==> src/rtl/map9v3_sched.sv <==
// map9v3_sched: round-robin scheduler sharing one map9v3 mapper among NREQ requesters.
// Latches the granted requester's N onto map_n, pulses map_start, waits for the mapper
// to clear and then re-raise map_done, and returns map_dp with a one-cycle one-hot ack.
//
// Ports:
//   clock, reset_n     rising-edge clock, asynchronous active-low reset
//   req[NREQ]          level requests, held until ack
//   n_in[9*NREQ]       requester i's N at n_in[9*i+8:9*i]
//   ack[NREQ]          one-hot pulse, result_dp valid for that requester
//   result_dp[9]       mapped value, held until the next ack
//   err                pulse with ack when a run was aborted by the watchdog
//   busy               high in every state except IDLE
//   map_start, map_n   mapper start pulse and N (N stable from ISSUE until done seen)
//   map_dp, map_done   mapper result and level done flag
//
// Configuration macro: ERR_TIMEOUT_EN adds a 9-bit watchdog over START_LO+RUN; when it
// reaches TIMEOUT the run is acked with err=1 and result_dp=0, then the block resyncs
// through BOOT. Without the macro the block waits indefinitely and err is tied low.
module map9v3_sched #(
  parameter int unsigned NREQ    = 4,
  parameter int unsigned TIMEOUT = 511
) (
  input  logic              clock,
  input  logic              reset_n,
  input  logic [NREQ-1:0]   req,
  input  logic [9*NREQ-1:0] n_in,
  output logic [NREQ-1:0]   ack,
  output logic [8:0]        result_dp,
  output logic              err,
  output logic              busy,
  output logic              map_start,
  output logic [8:0]        map_n,
  input  logic [8:0]        map_dp,
  input  logic              map_done
);

  localparam int unsigned NW = 9;
  localparam int unsigned PW = (NREQ > 1) ? $clog2(NREQ) : 1;

  // Elaboration-time parameter sanity checks
  if (NREQ < 2 || NREQ > 8) begin : g_bad_nreq
    $error("map9v3_sched: NREQ must be in 2..8");
  end
  if (TIMEOUT < 1 || TIMEOUT > 511) begin : g_bad_timeout
    $error("map9v3_sched: TIMEOUT must be in 1..511");
  end

  typedef enum logic [2:0] {
    BOOT     = 3'd0,
    IDLE     = 3'd1,
    ISSUE    = 3'd2,
    START_LO = 3'd3,
    RUN      = 3'd4
  } state_t;

  state_t          state, state_nxt;
  logic [PW-1:0]   gnt, gnt_nxt;
  logic [PW-1:0]   rr_ptr, rr_nxt;
  logic [NREQ-1:0] ack_nxt;
  logic [NW-1:0]   result_nxt;
  logic            start_nxt;
  logic [NW-1:0]   map_n_nxt;
  logic            busy_nxt;

  logic [NREQ-1:0] req_m;
  logic            pick_vld;
  logic [PW-1:0]   pick_idx;
  logic [PW-1:0]   cand;
  logic [NW-1:0]   n_arr [NREQ];

`ifdef ERR_TIMEOUT_EN
  localparam logic [8:0] WD_LAST = 9'(TIMEOUT - 1);
  logic [8:0] wdog, wdog_nxt;
  logic       err_nxt;
`endif

  // Unpack the flat N bus into one 9-bit lane per requester
  for (genvar i = 0; i < NREQ; i++) begin : g_lane
    assign n_arr[i] = n_in[NW*i +: NW];
  end

  // During the ack cycle the acked requester's req is stale (client drops it on ack)
  assign req_m = req & ~ack;

  // Round-robin pick: scan from farthest to nearest after rr_ptr so nearest wins
  always_comb begin
    pick_vld = 1'b0;
    pick_idx = '0;
    cand     = '0;
    for (int unsigned i = NREQ; i >= 1; i--) begin
      cand = PW'((32'(rr_ptr) + i) % NREQ);
      if (req_m[cand]) begin
        pick_vld = 1'b1;
        pick_idx = cand;
      end
    end
  end

  // State and registered outputs
  always_ff @(posedge clock or negedge reset_n) begin
    if (!reset_n) begin
      state     <= BOOT;
      gnt       <= '0;
      rr_ptr    <= PW'(NREQ - 1);
      ack       <= '0;
      result_dp <= '0;
      map_start <= 1'b0;
      map_n     <= '0;
      busy      <= 1'b1;
    end else begin
      state     <= state_nxt;
      gnt       <= gnt_nxt;
      rr_ptr    <= rr_nxt;
      ack       <= ack_nxt;
      result_dp <= result_nxt;
      map_start <= start_nxt;
      map_n     <= map_n_nxt;
      busy      <= busy_nxt;
    end
  end

`ifdef ERR_TIMEOUT_EN
  // Watchdog counter and error pulse
  always_ff @(posedge clock or negedge reset_n) begin
    if (!reset_n) begin
      wdog <= '0;
      err  <= 1'b0;
    end else begin
      wdog <= wdog_nxt;
      err  <= err_nxt;
    end
  end
`else
  assign err = 1'b0;
`endif

  // Next-state and next-output logic
  always_comb begin
    state_nxt  = state;
    gnt_nxt    = gnt;
    rr_nxt     = rr_ptr;
    ack_nxt    = '0;
    result_nxt = result_dp;
    start_nxt  = 1'b0;
    map_n_nxt  = map_n;
`ifdef ERR_TIMEOUT_EN
    err_nxt    = 1'b0;
    wdog_nxt   = '0;
`endif

    case (state)
      // Mapper self-runs out of reset; its first result is discarded
      BOOT: begin
        if (map_done) state_nxt = IDLE;
      end
      // Grant, latch N, and raise map_start so it is high exactly while in ISSUE
      IDLE: begin
        if (pick_vld) begin
          gnt_nxt   = pick_idx;
          map_n_nxt = n_arr[pick_idx];
          start_nxt = 1'b1;
          state_nxt = ISSUE;
        end
      end
      ISSUE: begin
        state_nxt = START_LO;
      end
      // A stale done from the previous run must clear before a fresh one counts
      START_LO: begin
        if (!map_done) state_nxt = RUN;
      end
      RUN: begin
        if (map_done) begin
          result_nxt = map_dp;
          ack_nxt    = NREQ'(1) << gnt;
          rr_nxt     = gnt;
          state_nxt  = IDLE;
        end
      end
      default: begin
        state_nxt = BOOT;
      end
    endcase

`ifdef ERR_TIMEOUT_EN
    // Abort a run that has spent TIMEOUT cycles in START_LO+RUN without completing
    if (state == START_LO || state == RUN) begin
      wdog_nxt = wdog + 9'd1;
      if (wdog == WD_LAST && !(state == RUN && map_done)) begin
        ack_nxt    = NREQ'(1) << gnt;
        err_nxt    = 1'b1;
        result_nxt = '0;
        rr_nxt     = gnt;
        wdog_nxt   = '0;
        state_nxt  = BOOT;
      end
    end
`endif

    busy_nxt = (state_nxt != IDLE);
  end

endmodule
==> config.mk <==
export PLATFORM = sky130hd
export DESIGN_NAME = map9v3_sched
export DESIGN_NICKNAME = d
export VERILOG_FILES = /design/src/rtl/map9v3_sched.sv
export SDC_FILE = /design/constraint.sdc
export NUM_CORES = 1
export LEC_CHECK = 0
export BUFFER_PORTS_ARGS = -buffer_cell sky130_fd_sc_hd__buf_2
export CORE_MARGIN = 2
export CORE_UTILIZATION = 41
export DETAILED_ROUTE_END_ITERATION = 8
export PLACE_DENSITY = 0.75
export SLEW_MARGIN = 20
export SYNTH_ARGS = -nofsm -noshare
export SYNTH_HDL_FRONTEND = slang
export SYNTH_SLANG_ARGS = --single-unit
==> constraint.sdc <==
create_clock -name clock -period 1.9 [get_ports clock]
set_clock_uncertainty 0.05 [all_clocks]
set_input_delay 0.285 -clock clock [delete_from_list [all_inputs] [get_ports clock]]
set_output_delay 0.285 -clock clock [all_outputs]
set_load 0.01 [all_outputs]
# Word level (Yosys, flattened, before mapping)
# Cells that the tools add are included.
dict set report op_classes {
  n_addsub 4
  magnitude_cmp 5
  n_eq_ne 5
  shift 1
  n_mux 27
  bitwise_logic 3
  n_reduce_logical 4
}
# cell n
set op_table {}
lappend op_table {{$bmux W9 S2} 1}
lappend op_table {{$mux W9} 2}
lappend op_table {{$lt A2 B3 Y1 const B} 4}
lappend op_table {{$pmux W3 S4} 1}
lappend op_table {{$mux W1} 10}
lappend op_table {{$mux W3} 3}
lappend op_table {{$bmux W1 S2} 4}
lappend op_table {{$mux W2} 4}
lappend op_table {{$mux W4} 2}
lappend op_table {{$eq A3 B2 Y1 const B} 2}
lappend op_table {{$add A2 B1 Y2 const B} 2}
lappend op_table {{$add A2 B2 Y2 const B} 2}
lappend op_table {{$and A4 B4 Y4} 1}
lappend op_table {{$not A4 Y4} 1}
lappend op_table {{$reduce_and A2 Y1} 2}
lappend op_table {{$shl A1 B2 Y4 const A} 1}
lappend op_table {{$eq A3 B1 Y1 const B} 1}
lappend op_table {{$eq A3 B3 Y1 const B} 1}
lappend op_table {{$ge A3 B3 Y1 const B} 1}
lappend op_table {{$logic_not A3 Y1} 1}
lappend op_table {{$ne A3 B1 Y1 const B} 1}
lappend op_table {{$not A2 Y3} 1}
lappend op_table {{$reduce_or A2 Y1} 1}
dict set report word_totals {
  ff_bits 31
  wordCells 57
}

# Depth between registers and ports, before layout
# Gate-level depths: netlist of the first run.
dict set report depth {
  word_depth 12
  depth_mapped 7
  ltp_nobuf 6
}

# Worst setup path before layout of the first run
# Ideal clock, no wire load.
dict set report synth_timing {
  path_type {reg2reg}
  start {reg rr_ptr[1]}
  end {reg map_n[3]}
  setup_time_ns 0.126
  arrival_time_ns 1.787
  required_time_ns 1.724
  setup_slack_ns -0.063
  stages_incl_launch_ff 6
  path_buffers 0
  synth_period_minus_slack_ns 1.963
  cell_sequence {dfstp_2 nand3b_1 a311oi_2 nand2_1 mux2_1 a221o_1}
}
dict set report synth_between {
  elab_chain_cells 11
  elab_cells_between_ends 25
  classes_between {4 x add/sub; 19 x mux; 1 x bitwise; 1 x reduce/logical}
}
# element line
set synth_rtl {}
lappend synth_rtl {{start, declared} 58} ;# logic [PW-1:0] rr_ptr, rr_nxt;
lappend synth_rtl {{start signal, assigned} 104} ;# rr_ptr <= PW'(NREQ - 1);
lappend synth_rtl {{start signal, assigned} 113} ;# rr_ptr <= rr_nxt;
lappend synth_rtl {{$add A2 B1 Y2} 91} ;# cand = PW'((32'(rr_ptr) + i) % NREQ);
lappend synth_rtl {{$bmux W1 S2} 92} ;# if (req_m[cand]) begin
lappend synth_rtl {{$mux W1 (implied by the code)} 92}
lappend synth_rtl {{$mux W2 (4 in series)} 92}
lappend synth_rtl {{$not A2 Y3 (implied by the code)} 160} ;# map_n_nxt = n_arr[pick_idx];
lappend synth_rtl {{$bmux W9 S2} 160}
lappend synth_rtl {{$mux W9 (implied by the code) (2 in series)} 160}
lappend synth_rtl {{end signal, assigned} 117} ;# map_n <= map_n_nxt;
lappend synth_rtl {{end, declared} 32} ;# output logic [8:0] map_n,
# Several ways; a longest one is shown, not always the timed one. The select of a mux whose other input is x is not followed.
# A chain may end at the register's enable or synchronous reset.

# Worst setup path in the final report of the first run
dict set report layout_timing {
  start {reg ack[0]}
  end {reg map_n[3]}
}
dict set report layout_between {
  elab_chain_cells 12
  elab_cells_between_ends 23
  classes_between {19 x mux; 3 x bitwise; 1 x reduce/logical}
}
# element line
set layout_rtl {}
lappend layout_rtl {{start, declared} 27} ;# output logic [NREQ-1:0] ack,
lappend layout_rtl {{start signal, assigned} 114} ;# ack <= ack_nxt;
lappend layout_rtl {{$not A4 Y4 *} 83} ;# assign req_m = req & ~ack;
lappend layout_rtl {{$and A4 B4 Y4 *} 83}
lappend layout_rtl {{$bmux W1 S2} 92}
lappend layout_rtl {{$mux W1 (implied by the code)} 92}
lappend layout_rtl {{$mux W2 (4 in series)} 92}
lappend layout_rtl {{$not A2 Y3 (implied by the code)} 160}
lappend layout_rtl {{$bmux W9 S2} 160}
lappend layout_rtl {{$mux W9 (implied by the code) (2 in series)} 160}
# Mark *: on every way between the ends. The rest lies on a longest branch, timed or not. The select of a mux whose other input is x is not followed.

==> metrics.txt, run 1 <==
outcome finished with violations; failing checks negative hold slack, negative setup slack; Worst Hold Slack -0.0190 ns; Vias/cell 5.11; number of H-tree levels 2; leakage 0.00118 uW; worst rel slew slack 55.5%; final worst slack -0.0354 ns; Cells after Synth about 140; vias in the first global route 1358; Num Clock Sinks 31; Layout fillers 335; Skew-Pair Late Insertion Delay 0.28 ns; sw power 1210 uW; logic gate share of total power 48.8%; initial drt markers 48; Core Area 3690 um^2; CTS Root Buffer Type clkbuf_8; setup violators final 7; largest net degree at the start of global routing 32; total gr overflow 0; Crit Path Category reg2reg; crit start category register; min Tclk post-route 1.94 ns; WL final ~4000 um; DIE WIDTH roughly 66 um; Max Fclk 0.517 GHz; Area Overhead vs Synth 47.2%; CP arrival ~2.1 ns; top cells by count, synth dfrtp_1 (28), mux2i_1 (14), nand2_1 (14); sequential share of power 34.2%; async set or reset register ratio after synthesis 100%; starting density of the core 43.2%; share of cells above drive strength 1 59.4%; Synth Register Bits 31; CTS tree done; Placed Cells about 270; CTS Buf Count 5; PortBufs 75; first-pass GRT wire length 6060 um; First-pass DRT Iterations 4; area post-placement 2100 um^2; Synth area leader dfrtp_1; CP startpoint ack[0]$_DFF_PN0_; detailed-route DRC error count 0; clock group share of total power 17.0%; Slew Limit Fails 0; Critical R2R Launch ack[0]$_DFF_PN0_; post-route cell area 2340 um^2; end-of-flow core utilization 63.6%; Via Count 1441; DIE AREA 4400 um^2; Switching Share 36.4%; GPL Wtd Cong 0.834; Worst setup EP type register; most numerous cell in the Yosys netlist dfrtp_1; Hold Crit Class in2async; Post-Layout Cell Count 282; Syn Nets 194; Worst-path clk slew 0.06 ns; Global Route Usage Sum 18.3%; Post-Place Setup Slack -0.0851 ns; post-synthesis instance area 1590 um^2; hpwl dp 2770 um; antenna-violating nets left 0; YS warnings 0; clock buffer depth 2; max-cap viol count 0; wire per inst roughly 14 um; maximum fanout along the worst path 7; Die Span Y 66.3 um; initial antenna violation count 0; Distinct cells, synth 41; diodes inserted 0; register area share after synthesis 48.9%; Pint 2120 uW; Primary FF master, synth dfrtp_1; hold buffers post-CTS 0; Slew @ Worst Pin 0.668 ns; Core Rows 22; Final Cycle Share 102%; cell area power density approximately 1400 nW/um^2; Setup TNS -0.105 ns; top-area cell type share of the netlist area 44.0%; Avg Cell Area, Syn about 11 um^2; R2R cell count 7; ranking of synthesized cells by area dfrtp_1 (44%), mux2i_1 (8.8%), mux2_2 (6.4%); Max IR drop VDD 0.000689 V; RSZ-0062 raised after global routing true; Nets around 290; EDFF count, synth 0; Ports 77; final hold viol count 28; CP Data Required Time approximately 2.1 ns
-- state kept, by name, indices dropped and copies added (netlist names) --
register / cells
ack: 4
busy: 1
gnt: 2
map_n: 9
map_start: 1
result_dp: 9
rr_ptr: 2
state: 3
-- power groups by stage --
| stage | clock [uW] | combinational (uW) | sequential (uW) |
|---|---|---|---|
| finish | 567 | 1620 | 1140 |
| global placement | 0 | 1320 | 1140 |
| global route | 602 | 1760 | 1180 |
| detailed placement | 0 | 1360 | 1140 |
| floorplan | 0 | 793 | 1230 |
| CTS | 580 | 1460 | 1140 |
-- repair_timing --
| action | in CTS | in global routing |
|---|---|---|
| gates cloned | 1 | 0 |
| pin swaps | 2 | 4 |
| setup endpoints to repair | 10 | 10 |
| buffers inserted | 4 | 0 |
| gates resized for setup | 7 | 21 |
-- worst paths after layout --
path | to | slack [ns]
worst min register to register | map_n[0]$_DFFE_PN0P_ | 0.43
worst max register to register | map_n[3]$_DFFE_PN0P_ | -0.04
worst min-delay path | result_dp[7]$_DFFE_PN0P_ | -0.02
worst max-delay path | map_n[3]$_DFFE_PN0P_ | -0.04
max in group asynchronous | ack[3]$_DFF_PN0_ | 1.34
min in group clock | state[2]$_DFF_PN0_ | 0.16
-- final cells by class --
type                            count  area (um^2)  area share, %
Multi-Input combinational cell    100          877           37.4
Sequential cell                    31          781           33.3
Timing Repair Buffer               91          507           21.6
Clock buffer                        8          100           4.27
Tap cell                           48         60.1           2.56
Inverter                            4         20.0          0.854
-- through the flow --
stage	power [uW]	hold slack, ns
6_report	3330	-0.0190
5_1_grt	3540	0.0415
4_1_cts	3170	0.0131
3_5_place_dp	2500	0.319
3_3_place_gp	2460	0.305
2_1_floorplan	2020	-0.0606
-- logic make-up after synthesis --
kind of cell	synth area share (%)
flip-flops	48.9
buffers and inverters	3.69
AND/OR/NAND/NOR	16.5
other	0.235
multiplexers	16.6
AO/OA/AOI/OAI	14.1
-- placed cells by master, fill, tap and decap left out, drive strengths merged --
cell type   n
nor4bb      1
inv         4
nor4b       1
nor2        4
nor2b       4
buf        91
a221o       2
and3        2
nand3       3
a311o       2
o21a        1
dfrtp      28
o32ai       1
nor3b       1
dfstp       3
or2         1
and2        1
mux2i      14
nor3        3
conb        1
nand2b      3
a211o       1
nand2      14
clkbuf      8
and3b       2
a211oi      3
a21oi       4
o221ai      7
nand3b      2
a311oi      1
or4b        1
o21ai       8
nand4b      1
mux2       11
-- per-layer routing --
layer	up-vias	track usage, %	wire, um
li1	706	-	-
met3	6	4.09	217
met2	49	28.7	1980
met4	0	8.42	58
met1	680	23.8	1710
met5	-	0	0
-- worst max-delay path, stage by stage, from the launching register on --
cell      delay (ns)
dfrtp_1         0.41
nand2b_2        0.23
nand4b_4        0.11
or4b_4          0.56
inv_6           0.12
buf_4           0.11
and2_1          0.14
a221o_1         0.15
No activity file was read; power rests on OpenSTA's default activity.
==> inputs of run 2 (changes only) <==
ABC_AREA = 1   (was not set)
CORE_UTILIZATION = 43   (was 41)
==> metrics.txt, run 2 <==
leakage 0.00159 uW (+34%); PortBufs 75 (unchanged); vias in the first global route 1769 (+30%); Core Area 4260 um^2 (+16%); final worst slack -0.102 ns (-0.0669 ns); DIE AREA 4910 um^2 (+12%); async set or reset register ratio after synthesis 100% (unchanged); DIE WIDTH 70.0 um (+5.6%); starting density of the core 44.0% (+0.80 points); CTS Buf Count 5 (unchanged); clock group share of total power 13.6% (-3.4 points); Worst-path clk slew 0.06 ns (about the same); outcome finished with violations; clock buffer depth 2 (unchanged); Worst setup EP type register; crit-path most repeated cell nand2_1; sequential cell area 779 um^2 (-0.16%); Crit Path Category reg2reg; Pint 3140 uW (+48%); hold buffers post-CTS 0 (unchanged); GPL Wtd Cong 0.829 (-0.71%); maximum fanout along the worst path 8 (+1); wire per inst 11.4 um (-19%); Synth area leader dfrtp_1; WL final 4610 um (+16%); top flop regs map_n x9, result_dp x9, ack x4; sw power 2550 uW (+110%); diodes inserted 0 (unchanged); Avg Cell Area, Syn 7.21 um^2 (-36%); Distinct cells, synth 25 (-39%); Area Overhead vs Synth 43.6%; hpwl dp 3430 um (+24%); Max IR drop VDD 0.00127 V (+84%); Primary FF master, synth dfrtp_1; antenna-violating nets left 0 (unchanged); First-pass DRT Iterations 4 (unchanged); Syn Nets 312 (+61%); Worst Hold Slack -0.0144 ns (+0.00464 ns); RSZ-0062 raised after global routing true; Max Fclk 0.499 GHz (-3.3%); CP cell instances inv_4, nand3_2, nand2_2, nand2_2, nand2_1, inv_2, nand2_4, nand2_4, nand2_4, nand2_8, clkbuf_16, nand2_2, nand3_2, nand2_1, nand2_1, nand2_1; failing checks negative hold slack, negative setup slack; worst rel slew slack 54.0% (-1.5 points); EDFF count, synth 0 (unchanged); share of cells above drive strength 1 44.9% (-14 points); Switching Share 44.8% (+8.4 points); Slew Limit Fails 0 (unchanged); top-area cell type share of the netlist area 37.4% (-6.6 points); number of H-tree levels 2 (unchanged); min Tclk post-route 2.00 ns (+0.0669 ns); ranking of synthesized cells by area dfrtp_1 (37%), nand2_1 (16%), nand3_1 (12%); register area share after synthesis 41.6% (-7.4 points); total gr overflow 0 (unchanged); final hold viol count 28 (unchanged); Cells after Synth 260 (+83%); Critical Path Max Stage Delay 0.68 ns (+0.12 ns); Slew @ Worst Pin 0.690 ns (+0.0221 ns); Power Total 5690 uW (+71%); initial drt markers 76 (+58%); top cells by count, synth nand2_1 (81), nand3_1 (46), inv_1 (41); crit start category register; Core Rows 24 (+9.1%); CP Data Required Time 2.03 ns (-0.04 ns); Nets 405 (+42%); Num Clock Sinks 31 (unchanged); Via Count 1937 (+34%); Critical R2R Launch rr_ptr[0]$_DFFE_PN1P_; detailed-route DRC error count 0 (unchanged); max-cap viol count 0 (unchanged); YS warnings 0 (unchanged); Global Route Usage Sum 18.6% (+0.32 points); commonest cells after routing, fill and taps aside buf_2 (75), nand2_1 (72), inv_1 (40); Final Cycle Share 105% (+3.5 points); CTS Root Buffer Type clkbuf_8; Critical-path top delay cell dfstp_2; Synth Register Bits 31 (unchanged); Skew-Pair Late Insertion Delay 0.29 ns (about the same); Vias/cell 4.77 (-6.6%); R2R cell count 16 (+9); first-pass GRT wire length 7360 um (+22%); setup slack, reg-to-reg -0.10 ns (-0.07 ns); setup violators final 9 (+2); most numerous cell in the Yosys netlist nand2_1; Layout fillers 349 (+4.2%); commonest non-fill, non-tap cell in the layout buf_2; worst reg2reg endpoint map_n[1]$_DFFE_PN0P_; Multi-input gate area 973 um^2 (+11%); Hold Crit Class in2async; post-synthesis instance area 1880 um^2 (+18%); Ports 77 (unchanged); largest net degree at the start of global routing 32 (unchanged); CTS tree done; logic gate share of total power 65.9% (+17 points); initial antenna violation count 0 (unchanged); sequential share of power 20.5% (-14 points); Die Span Y 70.0 um (+5.6%); cell area power density 2110 nW/um^2 (+49%); CP arrival 2.13 ns (+0.02 ns)
==> run 2: cell types whose count changed after synthesis, sizes merged, moves of 5 or more <==
cell    delta
mux2      -11
o221ai     -7
nand2     +88
mux2i     -14
nand3     +44
inv       +43
o21ai      -5
==> run 2: final cells by class <==
| cell class | count | share of cell area (%) |
|---|---|---|
| Clock buffer | 6 | 2.69 |
| Timing Repair Buffer | 94 | 20.6 |
| Sequential cell | 31 | 28.9 |
| Multi-Input combinational cell | 173 | 36.1 |
| Clock inverter | 2 | 2.23 |
| Tap cell | 52 | 2.42 |
| Inverter | 48 | 6.97 |
==> run 2: cell families after synthesis <==
logic type	after synthesis	synth area share [%]
compound gates	8	2.53
xor+xnor	1	1.47
buf+inv	56	13.5
flops	31	41.6
other cells	1	0.200
simple gates	163	40.7
==> run 2: worst max path at each step <==
stage	slack, ns	from	end
final	-0.10	rr_ptr[0]$_DFFE_PN1P_	map_n[1]$_DFFE_PN0P_
after global routing	-0.23	rr_ptr[0]$_DFFE_PN1P_	map_n[1]$_DFFE_PN0P_
after CTS	-0.04	rr_ptr[0]$_DFFE_PN1P_	map_n[0]$_DFFE_PN0P_
after detailed placement	-0.06	rr_ptr[0]$_DFFE_PN1P_	map_n[4]$_DFFE_PN0P_
after global placement	0.002	rr_ptr[0]$_DFFE_PN1P_	map_n[3]$_DFFE_PN0P_
after floorplan	0.09	rr_ptr[0]$_DFFE_PN1P_	map_n[8]$_DFFE_PN0P_
==> run 2: through the flow <==
step | setup slack [ns] | instances | TNS (ns) | area, um^2 | util (%)
2_1_floorplan | 0.0881 | 260 | 0 | 1880 | -
3_3_place_gp | 0.00230 | 392 | 0 | 2350 | 55.2
3_5_place_dp | -0.0568 | 392 | -0.328 | 2350 | 55.2
4_1_cts | -0.0379 | 403 | -0.0747 | 2520 | 59.2
5_1_grt | -0.229 | 406 | -2.18 | 2690 | 63.2
6_report | -0.102 | 406 | -0.765 | 2690 | 63.2
==> run 2: layer usage <==
layer / GRT usage [%] / wire length (um) / vias up
met5: 0 / 0 / -
met4: 4.49 / 14 / 0
met3: 4.91 / 217 / 2
li1: - / - / 980
met2: 33.8 / 2470 / 40
met1: 21.7 / 1900 / 915
==> run 2: repair_timing <==
action,4_1_cts,5_1_grt
endpoints found under the hold margin,0,0
gates cloned,0,1
endpoints found under the setup margin,9,13
gates resized for setup,5,31
buffers inserted,3,2
pin swaps,0,6
==> run 2: critical path: cells and delay by family (launching register included) <==
kind,cells,cell delay [ns]
simple gates,13,0.85
buf+inv,3,0.31
flops,1,0.68
==> run 2: power groups by stage <==
| stage | registers [uW] | clock network, uW | logic, uW |
|---|---|---|---|
| final | 1170 | 771 | 3750 |
| after global routing | 1210 | 813 | 4140 |
| after CTS | 1160 | 783 | 3200 |
| after detailed placement | 1160 | 0 | 3100 |
| after global placement | 1160 | 0 | 3020 |
| after floorplan | 1210 | 0 | 2250 |
